===== config.mk =====
export PLATFORM = sky130hd
export DESIGN_NAME = reset_sequencer
export DESIGN_NICKNAME = d
export VERILOG_FILES = /design/src/rtl/sim_pkg.sv /design/src/rtl/reset_sequencer.sv
export SDC_FILE = /design/constraint.sdc
export NUM_CORES = 1
export LEC_CHECK = 0
export CAP_MARGIN = 20
export CORE_AREA = 2 2 39 41
export DETAILED_ROUTE_END_ITERATION = 8
export DIE_AREA = 0 0 41 43
export DONT_BUFFER_PORTS = 1
export HOLD_SLACK_MARGIN = 0.08
export PLACE_DENSITY_LB_ADDON = 0.12
export SLEW_MARGIN = 20
export SYNTH_ARGS = -nofsm -noshare
export SYNTH_HDL_FRONTEND = slang
export SYNTH_SLANG_ARGS = --single-unit

===== constraint.sdc =====
create_clock -name sysClock -period 1.6 [get_ports sysClock]
set_input_delay 0.32 -clock sysClock [delete_from_list [all_inputs] [get_ports sysClock]]
set_output_delay 0.32 -clock sysClock [all_outputs]
set_load 0.02 [all_outputs]

===== src/rtl/sim_pkg.sv =====
// Shared types for the reset sequencer: FSM state encoding and the halt response mode.
package sim_pkg;

  typedef enum logic [1:0] {
    SMAssert,
    SMRun,
    SMDone
  } SimState;

  typedef enum logic {
    HALT_RESTART,
    HALT_STOP
  } HaltMode;

endpackage


===== src/rtl/reset_sequencer.sv =====
// Drives a timed reset pulse into an SoC, restarts it on halt requests (optionally
// limited), and stops on a watchdog timeout or when restarts are exhausted.
module reset_sequencer
  import sim_pkg::*;
#(
  parameter int unsigned RESET_CYCLES    = 2,
  parameter int unsigned MAX_RESTARTS    = 0,
  parameter int unsigned WATCHDOG_CYCLES = 0,
  parameter HaltMode     HALT_MODE       = HALT_RESTART,
  parameter int unsigned CNT_W           = 8
) (
  input  logic             sysClock,
  input  logic             reset,
  input  logic             halt,
  output logic             manualReset,
  output logic             running,
  output logic             done,
  output logic             timeout,
  output logic [CNT_W-1:0] restart_count
);

  localparam int RST_W  = $clog2(RESET_CYCLES + 1);
  localparam int WD_RAW = $clog2(WATCHDOG_CYCLES + 1);
  localparam int WD_W   = (WD_RAW < 1) ? 1 : WD_RAW;

  localparam logic [RST_W-1:0] RST_LOAD  = RST_W'(RESET_CYCLES - 1);
  localparam logic [WD_W-1:0]  WD_LAST   = WD_W'(WATCHDOG_CYCLES - 1);
  localparam logic [CNT_W-1:0] MAX_CNT   = CNT_W'(MAX_RESTARTS);
  localparam bit               WD_EN     = (WATCHDOG_CYCLES != 0);
  localparam bit               LIMITED   = (MAX_RESTARTS != 0);
  localparam bit               STOP_MODE = (HALT_MODE == HALT_STOP);

  SimState          state, state_nxt;
  logic [RST_W-1:0] rst_cnt, rst_cnt_nxt;
  logic [WD_W-1:0]  wd_cnt, wd_cnt_nxt;
  logic [CNT_W-1:0] restart_nxt;
  logic             timeout_nxt;
  logic             halt_stops;

  // A halt ends the session instead of restarting once restarts are used up.
  assign halt_stops = STOP_MODE || (LIMITED && (restart_count == MAX_CNT));

  always_comb begin
    state_nxt   = state;
    rst_cnt_nxt = rst_cnt;
    wd_cnt_nxt  = wd_cnt;
    restart_nxt = restart_count;
    timeout_nxt = timeout;

    case (state)
      SMAssert: begin
        if (rst_cnt == '0) begin
          state_nxt  = SMRun;
          wd_cnt_nxt = '0;
        end else begin
          rst_cnt_nxt = rst_cnt - RST_W'(1);
        end
      end

      SMRun: begin
        if (halt) begin
          if (halt_stops) begin
            state_nxt = SMDone;
          end else begin
            state_nxt   = SMAssert;
            rst_cnt_nxt = RST_LOAD;
            if (restart_count != '1) begin
              restart_nxt = restart_count + CNT_W'(1);
            end
          end
        end else if (WD_EN && (wd_cnt == WD_LAST)) begin
          state_nxt   = SMDone;
          timeout_nxt = 1'b1;
        end else begin
          wd_cnt_nxt = wd_cnt + WD_W'(1);
        end
      end

      SMDone: begin
        state_nxt = SMDone;
      end

      default: begin
        state_nxt = SMAssert;
      end
    endcase
  end

  // Moore outputs are registered from the next state so they line up with the state register.
  always_ff @(posedge sysClock) begin
    if (!reset) begin
      state         <= SMAssert;
      rst_cnt       <= RST_LOAD;
      wd_cnt        <= '0;
      restart_count <= '0;
      timeout       <= 1'b0;
      manualReset   <= 1'b1;
      running       <= 1'b0;
      done          <= 1'b0;
    end else begin
      state         <= state_nxt;
      rst_cnt       <= rst_cnt_nxt;
      wd_cnt        <= wd_cnt_nxt;
      restart_count <= restart_nxt;
      timeout       <= timeout_nxt;
      manualReset   <= (state_nxt == SMAssert);
      running       <= (state_nxt == SMRun);
      done          <= (state_nxt == SMDone);
    end
  end

endmodule

After elaboration in Yosys (flattened, before gate mapping)
Cells that the tools add are included.
Operators by class
  $add $sub $neg: 2
  reductions and logical operators: 6
  muxes and demuxes: 6
  equality and inequality tests: 7
Operators with widths (number)
  $add A8 B1 Y8 const B: 1
  $mux W2: 4
  $ne A8 B8 Y1 const B: 1
  $logic_not A2 Y1: 3
  $pmux W2 S3: 1
  $reduce_and A3 Y1: 2
  $eq A2 B1 Y1 const B: 2
  $eq A2 B2 Y1 const B: 2
  $ne A2 B2 Y1 const B: 2
  $pmux W2 S2: 1
  $reduce_bool A2 Y1: 1
  $sub A2 B1 Y2 const B: 1
Storage, ports and cells
  register bits: 15
  bits of input ports: 3
  word-level logic and storage cells: 27
  output and inout bits: 12

Depth between registers and ports, before layout
  depth in word-level cells: 4
  depth in mapped cells: 6
  gate-level depth less buffers: 6

Worst setup path after synthesis
Ideal clock, no wire load.
  path type: reg-to-reg
  from: reg restart_count[0]
  to: reg restart_count[3]
  buffers on the path: 1
  arrival: 1.491 ns
  stages on the path, launching flop included: 7
  setup time: 0.070 ns
  slack: 0.039 ns
  required time: 1.530 ns
  period minus slack after synthesis: 1.561 ns
  path through: dfxtp_1 > ha_1 > nand3_1 > o2111ai_4 > buf_6 > or3_1 > a21oi_1
On the way
  word-level cells in the longest chain between the ends: 2
  elaborated cells between the ends (all ways): 3
  those cells by class: 1 x add/sub; 1 x eq/ne; 1 x reduce/logical
Ends and longest elaborated chain
  from (decl): line reset_sequencer.sv:19  | output logic [CNT_W-1:0] restart_count
  from (signal assigned): line reset_sequencer.sv:104  | restart_count <= restart_nxt;
  parallel branches: the longest is 2 deep, another holds $add A8 B1 Y8
Parallel ways; which one is timed is not known.
A chain may end at the register's enable or synchronous reset.

Worst setup path in the final report
  from: reg restart_count[1]
  to: reg restart_count[7]
The elaborated chain is that of the path after synthesis.

==> impl_results.md <==
* Crit start category: flop
* CP max stage cell: or4_4
* Logic gate share of total power at 0.279
* WL/cell at 12.5 µm
* ANT cells at 0
* P_int at 0.000651 W
* Worst-skew pair later-pin latency at 0.28 ns
* Cts bufs inserted at 3
* CP top delay family: simple AND/OR/NAND/NOR gates
* Vias in the first global route at 560
* Psw at 0.000302 W
* Vias at 600
* CTS Buffer Depth at 2
* GPL Wtd Cong at 0.721
* Commonest non-fill, non-tap cell in the layout: dfxtp_1
* GR Overflow Total at 0
* Largest stage delay on the critical path at 0.57 ns
* Worst min path class: in2reg
* Synth warn at 0
* Crit share post-route at 0.952
* Synth Instances at 75
* Final #Nets at 96
* Die X at 41 µm
* Initial Util at 0.484
* Hold_sp: reset
* Non-Filler Instances at 106
* Clock Pin Slew Worst Setup and Hold Paths at 0.08 ns
* WL final at 1330 µm
* Mapped Area at 669 µm²
* CTS tree: yes
* Height of the die at 43 µm
* Outcome: finished clean
* Clock group share of total power at 0.214
* HPWL Detailed at 928 µm
* Netlist cell types at 26
* Syn_nets at 80
* Crit-path cells: ha_2 -> nand3_4 -> o2111ai_4 -> or4_4 -> a21oi_2
* IO Port Bufs at 0
* Unrepaired setup endpoints after global routing: false
* Pins Over Slew Limit at 0
* I/O Pins at 15
* P per Cell Area at 1150 mW/mm²
* Post-layout min period at 1.52 ns
* CTS Sinks at 15
* Critical path data required time at 1.82 ns
* Worst EP arrival at 1.74 ns
* Routed Antenna Nets at 0
* GR Util All Layers at 0.192
* Total power draw at 0.000954 W
* Fmax at 0.657 GHz
* Root Driver: clkbuf_4
* Register share of total power at 0.507
* Placed Cells at 97
* MaxCap Viol Count at 0
* Sequential element share of the synthesized area at 0.449
* First-pass GRT wire length at 2280 µm
* DRT iter0 DRCs at 15
* CP Class: reg2reg
* Core area at 0.00138 mm²
* Share of layout cells above drive strength 1 at 0.244
* Critical Path Sink Type: flop
* H-Tree Depth at 1
* Crit path max fanout at 5
* Utilization after layout at 0.600
* Max VDD drop at 0.633 mV
* DIE AREA at 0.00176 mm²
* # setup viols final at 0
* Avg Vias per Cell at 5.66
* P_leak at 0.320 nW
* Largest net degree at the start of global routing at 14
* Residual DRC count at 0
* CP Launch Point: restart_count[1]
* Most frequent cells in the layout: dfxtp_1 (15), buf_4 (12), nand2_1 (8)
* FF-to-FF Start: restart_count[1]
* Syn-to-layout area delta at 24.1%
* Final hold vios at 0
* TritonRoute pass-1 iters at 4
* Clock skew at 0.00516 ns
* #FFs+latches synth at 15
* Sw Ratio at 0.317
* FP Rows at 14
* Initial antenna violation count at 0
* Syn_area_per_cell at 8.93 µm²
* Fill count at 132
* WP buf/inv at 0
layout make-up:
cell class                 count  area, µm²  area share
multi-input combinational     52        362       0.435
sequential                    15        300       0.361
timing repair buffer          13        100       0.120
clock buffer                   4       26.3      0.0316
inverter                       6       22.5      0.0271
tap                           16       20.0      0.0241
worst reg2reg max path, delay by kind of cell (launching register included):
family                   cells  cell delay [ns]
adder cells (fa/ha/maj)      1             0.20
flip-flops                   1             0.32
AO/OA/AOI/OAI                2             0.28
AND/OR/NAND/NOR              2             0.67
metrics by stage:
stage	hold slack [ns]	TNS, ns	setup slack, ns	instance area [µm²]
after floorplan	0.382	0	0.0387	669
after global placement	0.387	0	0.0384	734
after detailed placement	0.393	-0.0368	-0.0239	734
after CTS	0.0910	0	0.00414	776
after global routing	0.177	0	0.00371	831
final	0.182	0	0.0768	831
flip-flops by register name (all words and copies together) (netlist names):
name,cells
rst_cnt,2
manualReset,1
done,1
running,1
state,2
restart_count,8
final timing paths:
check,endpoint,slack [ns],cells past startpoint
max reg2reg,restart_count[7],0.08,5
max,restart_count[7],0.08,5
min,restart_count[4],0.18,2
min reg2reg,rst_cnt[1],0.52,2
per-layer routing:
layer,vias to the layer above,GRT usage,part of all wire
li1,305,-,-
met1,277,0.222,0.43
met2,16,0.288,0.48
met3,2,0.110,0.080
met4,0,0.0600,0.0075
met5,-,0,0
Yosys cell counts, drive strengths merged:
cell type	count	area, µm²
dfxtp	15	300
nand2	8	30.0
a21oi	6	30.0
inv	5	18.8
o21ai	5	25.0
or4	5	37.5
nor2	4	15.0
nor3	4	20.0
o31ai	3	22.5
buf	2	18.8
ha	2	25.0
nand3	2	10.0
nand4	2	18.8
o211ai	2	15.0
and2	1	6.26
clkbuf	1	3.75
clkinv	1	3.75
conb	1	3.75
mux2i	1	10.0
nor2b	1	6.26
nor3b	1	7.51
o2111ai	1	26.3
or3	1	6.26
xor2	1	8.76
power groups by stage:
| stage | logic [W] | registers (W) | clock network, W |
|---|---|---|---|
| global route | 0.000322 | 0.000491 | 0.000231 |
| finish | 0.000266 | 0.000483 | 0.000204 |
| CTS | 0.000255 | 0.000480 | 0.000215 |
| floorplan | 0.000187 | 0.000496 | 0 |
| global placement | 0.000236 | 0.000487 | 0 |
| detailed placement | 0.000243 | 0.000487 | 0 |
what timing repair did:
action,4_1_cts,5_1_grt
cloned,0,1
hold buffers,0,1
hold endpoints to repair,0,1
endpoints found under the setup margin,2,6
resized for setup,0,5
setup buffers,2,1
pin swaps,1,3
logic make-up after synthesis:
group,Yosys count,synth area share
simple gates,29,0.236
fa+ha+maj,2,0.0374
mux,1,0.0150
compound gates,17,0.178
flops,15,0.449
buf+inv,9,0.0673
xor+xnor,1,0.0131
other cells,1,0.00560
Power figures use the tool's default switching activity.
